===== config.mk =====
export PLATFORM = sky130hd
export DESIGN_NAME = jtag_axi_scan_ctrl
export DESIGN_NICKNAME = d
export VERILOG_FILES = /design/src/rtl/jtag_axi_scan_ctrl.sv
export SDC_FILE = /design/constraint.sdc
export NUM_CORES = 1
export LEC_CHECK = 0
export BUFFER_PORTS_ARGS = -buffer_cell sky130_fd_sc_hd__buf_2
export CAP_MARGIN = 20
export CORE_UTILIZATION = 30
export DETAILED_ROUTE_END_ITERATION = 7
export PLACE_DENSITY_LB_ADDON = 0.05
export SETUP_SLACK_MARGIN = 0.5
export SLEW_MARGIN = 20
export SYNTH_ARGS = -nofsm -noshare
export SYNTH_HDL_FRONTEND = slang
export SYNTH_SLANG_ARGS = --single-unit

===== constraint.sdc =====
create_clock -name clk -period 2.9 [get_ports clk]
set_input_delay 0 -clock clk [delete_from_list [all_inputs] [get_ports clk]]
set_output_delay 0 -clock clk [all_outputs]
set_load 0.1 [all_outputs]

===== src/rtl/jtag_axi_scan_ctrl.sv =====
// Command-driven JTAG scan sequencer. Turns TAP_RESET / IR_SCAN / DR_SCAN
// commands into TCK/TMS/TDI sequences and returns captured TDO bits over a
// valid/ready response channel. TCK is derived from clk with a half-period
// of CLK_DIV cycles.
module jtag_axi_scan_ctrl #(
    parameter int unsigned DATA_W  = 64,
    parameter int unsigned CLK_DIV = 2,
    localparam int unsigned LEN_W  = $clog2(DATA_W) + 1
) (
    input  logic              clk,
    input  logic              rstn,
    input  logic              cmd_valid_i,
    output logic              cmd_ready_o,
    input  logic [1:0]        cmd_op_i,
    input  logic [LEN_W-1:0]  cmd_len_i,
    input  logic [DATA_W-1:0] cmd_data_i,
    output logic              rsp_valid_o,
    input  logic              rsp_ready_i,
    output logic [DATA_W-1:0] rsp_data_o,
    output logic              rsp_err_o,
    output logic              busy_o,
    output logic              tck_o,
    output logic              tms_o,
    output logic              tdi_o,
    input  logic              tdo_i
);

    localparam int unsigned DIV_W = (CLK_DIV > 1) ? $clog2(CLK_DIV) : 1;

    typedef enum logic [2:0] {
        S_IDLE,
        S_RST,
        S_PRE,
        S_SHIFT,
        S_POST,
        S_RESP
    } state_t;

    state_t            state_q, state_d;
    logic [DIV_W-1:0]  div_q, div_d;
    logic              tck_q, tck_d;
    logic              tms_q, tms_d;
    logic              tdi_q, tdi_d;
    logic [LEN_W-1:0]  step_q, step_d;
    logic              is_ir_q, is_ir_d;
    logic [LEN_W-1:0]  len_q, len_d;
    logic [DATA_W-1:0] sr_q, sr_d;
    logic [DATA_W-1:0] cap_q, cap_d;
    logic [DATA_W-1:0] rsp_data_q, rsp_data_d;
    logic              rsp_err_q, rsp_err_d;

    logic              phase_end;
    logic              last_step;
    logic [LEN_W-1:0]  step_nx;
    logic [LEN_W-1:0]  len_m1;

    assign phase_end = (div_q == DIV_W'(CLK_DIV - 1));
    assign step_nx   = step_q + LEN_W'(1);
    assign len_m1    = len_q - LEN_W'(1);

    // Identify the final TCK step of the current scan phase.
    always_comb begin
        last_step = 1'b0;
        case (state_q)
            S_RST:   last_step = (step_q == LEN_W'(5));
            S_PRE:   last_step = (step_q == (is_ir_q ? LEN_W'(3) : LEN_W'(2)));
            S_SHIFT: last_step = (step_q == len_m1);
            S_POST:  last_step = (step_q == LEN_W'(1));
            default: last_step = 1'b0;
        endcase
    end

    // Next-state and datapath: command accept, TCK phase timing, pin sequencing.
    always_comb begin
        state_d    = state_q;
        div_d      = div_q;
        tck_d      = tck_q;
        tms_d      = tms_q;
        tdi_d      = tdi_q;
        step_d     = step_q;
        is_ir_d    = is_ir_q;
        len_d      = len_q;
        sr_d       = sr_q;
        cap_d      = cap_q;
        rsp_data_d = rsp_data_q;
        rsp_err_d  = rsp_err_q;

        case (state_q)
            S_IDLE: begin
                if (cmd_valid_i) begin
                    len_d   = cmd_len_i;
                    sr_d    = cmd_data_i;
                    cap_d   = '0;
                    step_d  = '0;
                    div_d   = '0;
                    tck_d   = 1'b0;
                    is_ir_d = (cmd_op_i == 2'd1);
                    if (cmd_op_i == 2'd0) begin
                        state_d = S_RST;
                        tms_d   = 1'b1;
                        tdi_d   = 1'b0;
                    end else if ((cmd_op_i == 2'd3) || (cmd_len_i == '0) ||
                                 (cmd_len_i > LEN_W'(DATA_W))) begin
                        // Rejected: no TCK activity, pins keep their values.
                        state_d    = S_RESP;
                        rsp_err_d  = 1'b1;
                        rsp_data_d = '0;
                    end else begin
                        state_d = S_PRE;
                        tms_d   = 1'b1;
                        tdi_d   = 1'b0;
                    end
                end
            end

            S_RST, S_PRE, S_SHIFT, S_POST: begin
                if (!phase_end) begin
                    div_d = div_q + DIV_W'(1);
                end else begin
                    div_d = '0;
                    if (!tck_q) begin
                        // Rising TCK: TDO is stable since the previous falling edge.
                        tck_d = 1'b1;
                        if (state_q == S_SHIFT) begin
                            cap_d = (cap_q >> 1) | (DATA_W'(tdo_i) << len_m1);
                        end
                    end else begin
                        // End of step: TMS/TDI for the next step change with TCK falling.
                        tck_d  = 1'b0;
                        step_d = step_nx;
                        if (!last_step) begin
                            case (state_q)
                                S_RST:   tms_d = (step_nx != LEN_W'(5));
                                S_PRE:   tms_d = is_ir_q && (step_nx == LEN_W'(1));
                                S_SHIFT: begin
                                    tms_d = (step_nx == len_m1);
                                    tdi_d = sr_q[1];
                                    sr_d  = sr_q >> 1;
                                end
                                default: tms_d = 1'b0;
                            endcase
                        end else begin
                            step_d = '0;
                            case (state_q)
                                S_PRE: begin
                                    state_d = S_SHIFT;
                                    tms_d   = (len_q == LEN_W'(1));
                                    tdi_d   = sr_q[0];
                                end
                                S_SHIFT: begin
                                    state_d = S_POST;
                                    tms_d   = 1'b1;
                                    tdi_d   = 1'b0;
                                end
                                S_POST: begin
                                    state_d    = S_RESP;
                                    rsp_data_d = cap_q;
                                    rsp_err_d  = 1'b0;
                                end
                                default: begin
                                    state_d    = S_RESP;
                                    rsp_data_d = '0;
                                    rsp_err_d  = 1'b0;
                                end
                            endcase
                        end
                    end
                end
            end

            S_RESP: begin
                if (rsp_ready_i) begin
                    state_d    = S_IDLE;
                    rsp_data_d = '0;
                    rsp_err_d  = 1'b0;
                end
            end

            default: state_d = S_IDLE;
        endcase
    end

    // State and datapath registers.
    always_ff @(posedge clk or negedge rstn) begin
        if (!rstn) begin
            state_q    <= S_IDLE;
            div_q      <= '0;
            tck_q      <= 1'b0;
            tms_q      <= 1'b1;
            tdi_q      <= 1'b0;
            step_q     <= '0;
            is_ir_q    <= 1'b0;
            len_q      <= '0;
            sr_q       <= '0;
            cap_q      <= '0;
            rsp_data_q <= '0;
            rsp_err_q  <= 1'b0;
        end else begin
            state_q    <= state_d;
            div_q      <= div_d;
            tck_q      <= tck_d;
            tms_q      <= tms_d;
            tdi_q      <= tdi_d;
            step_q     <= step_d;
            is_ir_q    <= is_ir_d;
            len_q      <= len_d;
            sr_q       <= sr_d;
            cap_q      <= cap_d;
            rsp_data_q <= rsp_data_d;
            rsp_err_q  <= rsp_err_d;
        end
    end

    assign cmd_ready_o = (state_q == S_IDLE);
    assign rsp_valid_o = (state_q == S_RESP);
    assign busy_o      = (state_q == S_RST) || (state_q == S_PRE) ||
                         (state_q == S_SHIFT) || (state_q == S_POST);
    assign rsp_data_o  = rsp_data_q;
    assign rsp_err_o   = rsp_err_q;
    assign tck_o       = tck_q;
    assign tms_o       = tms_q;
    assign tdi_o       = tdi_q;

endmodule

# Yosys cells after proc, flatten, opt, wreduce, memory -nomap -nowiden
# Cells that the tools add are included.
# Widths: inputs -> output; s select.
# totals
ff_bits	215
inputBits	78
elab_cells	140
# classes
add_sub_neg	3
magnitude_cmp	1
n_eq_ne	30
shift	1
n_mux	69
bitwise_logic	1
reduce_logical	23
# ops
op	count
$mux 64	16
$pmux 64 s2	3
$pmux 64 s3	1
$or 63x64->64	1
$shl 1x7->64	1
$mux 7	4
$mux 1	26
$eq 7x1->1 const B	3
$mux 3	7
$ne 2x2->1 const B	9
$eq 7x7->1	2
$pmux 7 s2	1
$pmux 1 s2	6
$reduce_and 6->1	2
$reduce_and 5->1	2
$ne 3x3->1 const B	3
$pmux 3 s3	1
$reduce_and 9->1	1
$add 7x1->7 const B	1
$eq 7x2->1	1
$eq 7x3->1 const B	1
$gt 7x7->1 const B	1
$logic_not 7->1	1
$ne 7x3->1 const B	1
other kinds (24)	33

# Depth between registers and ports, before layout
# Gate-level depths: netlist (run 1).
# depth
depth_word	8
mapped_depth	12
ltp_nobuf	9

# Worst setup path after synthesis (run 1)
# OpenSTA, ideal clock, no wires.
# synth_timing
path_type	flip-flop to flip-flop
from	register state_q[1]
to	register tdi_q (netlist: tdi_o)
setup_ns	0.134
t_arrival_ns	2.916
t_required_ns	2.766
path_slack_ns	-0.150
path_stages_with_launch	10
period_less_slack_ns	3.050
cell_sequence	dfrtp_1 -> buf_2 -> clkbuf_1 -> or2_0 -> clkbuf_1 -> nor2_1 -> a21o_1 -> nor3_1 -> mux2i_1 -> o211ai_1
# synth_lines
item	line	rtl
start: declaration	39	state_t state_q, state_d;
start signal: assignment	199	state_q <= state_d;
$logic_not 3->1 (*)	-	
via cmd_ready_o	13	output logic cmd_ready_o,
$ne 3x3->1 (no source line), or another cell as far along	-	
$reduce_and 7->1 (no source line)	-	
end signal: assignment	203	tdi_q <= tdi_d;
end: declaration	43	logic tdi_q, tdi_d;
# The timed path passes the listed nets; every way through them passes the cells marked *. The select of a mux whose other input is x is not followed.
# A chain may end at the register's enable or synchronous reset.

# Worst setup path in the final report (run 1)
# layout_timing
from	register len_q[1]
to	register sr_q[62]
# layout_via
elab_chain_len	5
# layout_lines
item	line	rtl
start: declaration	46	logic [LEN_W-1:0] len_q, len_d;
start signal: assignment	206	len_q <= len_d;
$sub 7x1->7	59	assign len_m1 = len_q - LEN_W'(1);
$eq 7x7->1	67	S_SHIFT: last_step = (step_q == len_m1);
$pmux 1 s4	64	case (state_q)
$ne 2x2->1 (no source line)	-	
$reduce_and 6->1 (no source line)	-	
end signal: assignment	207	sr_q <= sr_d;
end: declaration	47	logic [DATA_W-1:0] sr_q, sr_d;
# Every way passes these cells.

==> impl_metrics.csv, run 1 <==
group,metric,value,unit
clocking,clock_latency,520,ps
cells_and_area,area_delta_synth_final,45.2,%
die,fp.coreArea,0.0317,mm²
worst_setup_path,path_cells,"buf_6, or4_4, nor2_4, xnor2_2, a41oi_4, buf_6, o31ai_4, buf_12, buf_12, buf_12, buf_6, buf_16, a21oi_2",
worst_setup_path,crit_slowest_cell,"or4_4",
synth,syn_inst,988,
placement,dp_slack,131,ps
sta,max_freq,0.374,GHz
clocking,numCtsBuffers,26,
routing,route.detailed.wl_per_inst,18.3,µm
sta,skew,8.02,ps
clocking,cts.path.max_buffers,3,
sta,tightest_slew,834,ps
grt,antenna_found_initial,1,
grt,track_usage,0.180,
power,peakVddDrop,0.000476,V
clocking,cts_max_level,1,
sta,timing.hold.ws,17.6,ps
worst_setup_path,crit_type,"reg2reg",
grt,grt_pass1_wl,47800,µm
cells_and_area,drive_gt1_frac,0.325,
grt,grt_pass1_vias,8463,
worst_hold_path,hp-class,"in2reg",
power,cellLeakagePower,0.00610,µW
synth,avgSynthCellArea,9.83,µm²
routing,drt_iter0_drc,415,
sta,final_max_slew_viol_count,0,
die,die_w,182,µm
sta,postLayoutSetupSlackWorst,223,ps
placement,portBuffers,148,
sta,slew_headroom,0.444,
power,p_total,14100,µW
synth,synth-edff-count,0,
die,fp-row-count,65,
routing,vias,8466,
synth,yosysWarnings,0,
clocking,cts.reportedPaths.clkPinSlew,60,ps
worst_setup_path,cp-start-kind,"flop",
placement,hpwl,18700,µm
cells_and_area,nets,1330,
placement,place.gp.congestion,0.776,
worst_setup_path,cpPeakStageDelay,510,ps
synth,synth_seq_cells,215,
synth,synthArstFlopShare,1.00,
synth,syn-num-nets,1070,
sta,finalSetupTns,0,ps
status,status,"finished clean",
sta,finalCriticalPeriod,2680,ps
synth,synth_ff_type,"dfrtp_1",
grt,grt_start_max_net_pins,99,
synth,yosysSeqAreaShare,0.554,
synth,synth_cell_type_count,60,
sta,fin_crit_sh,0.923,
clocking,clock_sinks,215,
clocking,cts_root_buffer,"clkbuf_16",
clocking,cts_tree,"yes",
die,io_pins,149,
die,dieArea,0.0331,mm²
routing,first_pass_iters,4,
routing,wirelength,30500,µm
sta,rsz0062_at_grt,"true",
die,start_util,0.306,
sta,hold_viol,0,
synth,synth_area,0.00971,mm²
worst_setup_path,endpoint_kind,"flop",
routing,drc,0,
power,p_per_area,997,mW/mm²
run,maxCapViolations,0,
sta,setup_viol,0,
die,fp.dieH,182,µm
cells_and_area,diodes,0,
worst_setup_path,path_max_fanout,6,
grt,overflow,0,
routing,avgViaCountPerCell,5.08,
worst_setup_path,cp.required,3310,ps
routing,antenna_left,0,
worst_setup_path,cp.arrival,3080,ps
[cell usage after synthesis, types with 3 or more instances]
master    count  area share
nand4_1       3      0.0019
a211oi_1      3      0.0023
mux2i_1       3      0.0031
nor2_1       97       0.037
nand2b_1     13      0.0084
a22o_1       65       0.059
and3_1        4      0.0026
a31oi_1       6      0.0039
xor2_1       10      0.0090
nand3_1      13      0.0067
o31ai_1       5      0.0039
inv_1         8      0.0031
o21ai_1      28       0.014
o21ai_0      51       0.026
buf_2        17      0.0088
o22ai_1      66       0.043
clkbuf_1     51       0.020
or3_1         4      0.0026
nor3_1        8      0.0041
nor2b_1       4      0.0026
dfrtp_1     214        0.55
or4_1         4      0.0031
buf_1         4      0.0015
ha_1          4      0.0052
buf_6         7      0.0081
xnor2_1      14       0.013
a21oi_1     138       0.071
nand2_1     104       0.040
[worst max-delay path, delay by kind of cell, from the launching register on]
kind	cells	cell delay, ps
DFF	1	380
xor gates and xnor gates	1	140
AOI/OAI and AO/OA	3	460
buffers and inverters	7	900
and+or+nand+nor	2	670
[repair_timing]
item                                   4_1_cts  5_1_grt
endpoints found under the hold margin      164        0
cloned                                       5        9
resized for setup                           32       70
hold buffers                                75        0
pin swaps                                   11        9
setup endpoints to repair                  188      198
setup buffers                               13        8
[metal layers]
| layer | track usage | wire (µm) |
|---|---|---|
| met5 | 0 | 0 |
| met4 | 0.0454 | 559 |
| met3 | 0.0271 | 1070 |
| met2 | 0.290 | 14400 |
| met1 | 0.252 | 14500 |
[cell families (layout without fill, tap and decap cells)]
| kind of cell | Yosys count | in the layout | synth area share |
|---|---|---|---|
| adder cells (fa/ha/maj) | 4 | 4 | 0.00515 |
| AND/OR/NAND/NOR | 271 | 271 | 0.127 |
| flip-flops | 215 | 215 | 0.554 |
| AO/OA/AOI/OAI | 381 | 381 | 0.245 |
| buffers and inverters | 89 | 367 | 0.0420 |
| XOR/XNOR | 25 | 25 | 0.0240 |
| multiplexers | 3 | 3 | 0.00309 |
[final cells by class]
type	instances	area, µm²
fillers	3050	17600
flip-flops and latches	215	5380
multi-input cells	684	4630
repair buffers	311	2710
clock buffers	41	808
well taps	402	503
inverters	10	40.0
clock inverters	5	27.5
[worst paths after layout]
check	endpoint	slack (ps)	cells after the start	startpoint
min in group asynchronous	rsp_data_o[38]	120	2	rstn
worst max register to register	sr_q[62]	220	13	len_q[1]
worst max-delay path	sr_q[62]	220	13	len_q[1]
worst min-delay path	cap_q[36]	20	5	tdo_i
max in group asynchronous	rsp_data_o[60]	1970	3	rstn
worst min register to register	rsp_data_o[47]	500	1	rsp_data_o[47]
[stage by stage]
step | instances | utilization | area, µm²
finish | 1668 | 0.445 | 14100
global route | 1668 | 0.445 | 14100
CTS | 1651 | 0.426 | 13500
detailed placement | 1512 | 0.365 | 11600
global placement | 1512 | 0.365 | 11600
floorplan | 988 | - | 10200
[flip-flops by register name (all words and copies together) (netlist names)]
register	cells
cap_q	64
div_q	1
is_ir_q	1
len_q	7
rsp_data_o	64
rsp_err_o	1
sr_q	64
state_q	3
step_q	7
tck_o	1
tdi_o	1
tms_o	1
[placed cells by master, fill, tap and decap left out, types with 13 or more instances in the layout]
cell type,n
a21oi_1,88
buf_12,16
o21ai_0,43
o22ai_1,23
buf_6,14
nor2_1,90
dlygate4sd3_1,75
nand2_1,102
o21ai_1,35
o22ai_2,36
buf_2,147
nand2b_1,13
dfrtp_1,212
a22o_1,65
clkbuf_16,34
a21oi_2,50
buf_4,41
[power by group]
part | internal (µW) | total (µW) | switching [µW]
registers | 3640 | 4290 | 644
clock network | 1900 | 3170 | 1280
logic | 2950 | 6600 | 3650
(Power assumes the default switching activity.)
==> run 2: changes to the inputs <==
Settings changed: PLACE_DENSITY set to 0.6, PLACE_DENSITY_LB_ADDON 0.05 to unset.
==> run 2 against run 1 <==
Die area did not move. Critical path depth fell by 1. Maximum frequency fell by 0.77%. Sequential power rose by 0.9%. Non-clock buffer count fell by 5. Combinational power rose by 5.5%. Largest power group unchanged.
==> impl_metrics.csv, run 2 (same netlist as run 1, synthesis figures left out) <==
group,metric,value,unit
worst_setup_path,path_depth,12,
routing,top_layer_used,"met5",
grt,antenna_found_initial,6,
worst_setup_path,cp.required,3340,ps
worst_setup_path,crit_family,"buffers and inverters",
routing,routedLengthMet1,14100,µm
status,status,"finished clean",
worst_setup_path,cp.arrival,3140,ps
worst_setup_path,crit_type,"reg2reg",
clocking,cts.path.max_buffers,3,
worst_setup_path,path_cells,"or4_4, buf_6, a31oi_4, o32ai_4, a41oi_4, buf_6, o31ai_4, buf_6, clkbuf_16, buf_12, buf_16, a21oi_2",
die,fp.dieH,182,µm
power,cellLeakagePower,0.00613,µW
routing,drt_iter0_drc,512,
cells_and_area,nets,1323,
placement,hpwl,17700,µm
placement,place_area,0.0115,mm²
power,peakVddDrop,0.000520,V
die,io_pins,149,
run,maxCapViolations,0,
sta,slew_headroom,0.564,
cells_and_area,drive_gt1_frac,0.341,
sta,finalCriticalPeriod,2700,ps
sta,max_freq,0.371,GHz
grt,overflow,0,
cells_and_area,design_area,0.0145,mm²
clocking,cts_tree,"yes",
cells_and_area,fill_cells,2878,
cells_and_area,multi_input_area,0.00498,mm²
clocking,clock_sinks,215,
die,fp-row-count,65,
cells_and_area,ff_latch_area,0.00539,mm²
grt,grt_pass1_vias,8456,
routing,wl_met3,1760,µm
sta,tightest_slew,654,ps
routing,first_pass_iters,5,
worst_setup_path,cp-start-kind,"flop",
cells_and_area,layout_common_cells,"210 x dfrtp_1, 146 x buf_2, 100 x nand2_1",
worst_hold_path,hp-class,"in2async",
sta,finalSetupTns,0,ps
routing,avgViaCountPerCell,5.25,
sta,skew,20.0,ps
worst_setup_path,endpoint_kind,"flop",
grt,track_usage,0.178,
placement,portBuffers,148,
worst_setup_path,reg2reg_from,"len_q[1]",
clocking,clock_latency,530,ps
placement,place.gp.congestion,0.821,
worst_setup_path,cp-startpoint,"len_q[1]",
worst_setup_path,cpPeakStageDelay,570,ps
sta,timing.hold.ws,15.0,ps
power,p_per_area,992,mW/mm²
worst_setup_path,r2r_cells,12,
clocking,numCtsBuffers,24,
clocking,cts_max_level,1,
sta,fin_crit_sh,0.930,
worst_setup_path,path_max_fanout,7,
grt,grt_pass1_wl,47700,µm
cells_and_area,final_common_cell,"dfrtp_1",
clocking,cts.reportedPaths.clkPinSlew,60,ps
routing,drc,0,
cells_and_area,area_delta_synth_final,49.1,%
routing,antenna_left,0,
grt,grt_start_max_net_pins,76,
die,fp.coreArea,0.0317,mm²
routing,wirelength,32500,µm
sta,rsz0062_at_grt,"true",
die,dieArea,0.0331,mm²
sta,final_max_slew_viol_count,0,
die,die_w,182,µm
sta,hold_viol,0,
routing,met2_length,15800,µm
sta,setup_viol,0,
die,start_util,0.306,
worst_setup_path,crit_top_cell,"buf_6",
worst_setup_path,crit_slowest_cell,"or4_4",
clocking,cts_root_buffer,"clkbuf_16",
worst_setup_path,crit_buf_inv,6,
routing,route.detailed.wl_per_inst,19.6,µm
routing,vias,8719,
run 2: changes by cell type in the layout (fill, tap and decap cells not counted), moves of 5 or more:
| cell | change |
|---|---|
| o22ai_1 | -18 |
| o22ai_4 | +15 |
| a21oi_4 | +7 |
| buf_16 | +6 |
| buf_6 | -6 |
| o21ai_0 | +6 |
| nor2_1 | +5 |
| o21ai_1 | -5 |
run 2: what timing repair did:
item                                    CTS  global route
gates cloned                              9            10
hold buffers                             75             0
gates resized for setup                  71            81
endpoints found under the setup margin  140           205
endpoints found under the hold margin   262             0
pin swaps                                 8            28
setup buffers                             9            12
run 2: path summary, 6_finish.rpt:
check	end	slack, ps
setup / recovery	sr_q[34]	200
hold / removal	rsp_data_o[38]	10
setup reg to reg	sr_q[34]	200
hold reg to reg	rsp_err_o	480
max in group asynchronous	tms_o	2020
min in group clk	state_q[1]	90
run 2: layout make-up:
class                      count  area share
clock inverter                 7     0.00708
clock buffer                  33      0.0473
inverter                      10     0.00276
sequential                   215       0.372
timing repair buffer         306       0.191
antenna                        4    0.000691
multi-input combinational    684       0.344
tap                          402      0.0347
run 2: layer usage:
| layer | vias to the layer above | track usage |
|---|---|---|
| li1 | 4082 | - |
| met1 | 4318 | 0.247 |
| met2 | 259 | 0.290 |
| met3 | 58 | 0.0311 |
| met4 | 2 | 0.0400 |
| met5 | - | 0 |
run 2: where the power goes:
part           internal, µW  switching [µW]
Clock                  1820            1250
Sequential             3650             687
Combinational          3080            3890
run 2: metrics by stage:
step / worst slack [ps] / power, µW / utilization / std cells
after floorplan: 122 / 8030 / - / 988
after global placement: 209 / 9170 / 0.362 / 1502
after detailed placement: 161 / 9260 / 0.362 / 1502
after CTS: 287 / 13400 / 0.431 / 1635
after global routing: 141 / 15100 / 0.456 / 1660
final: 203 / 14400 / 0.457 / 1661
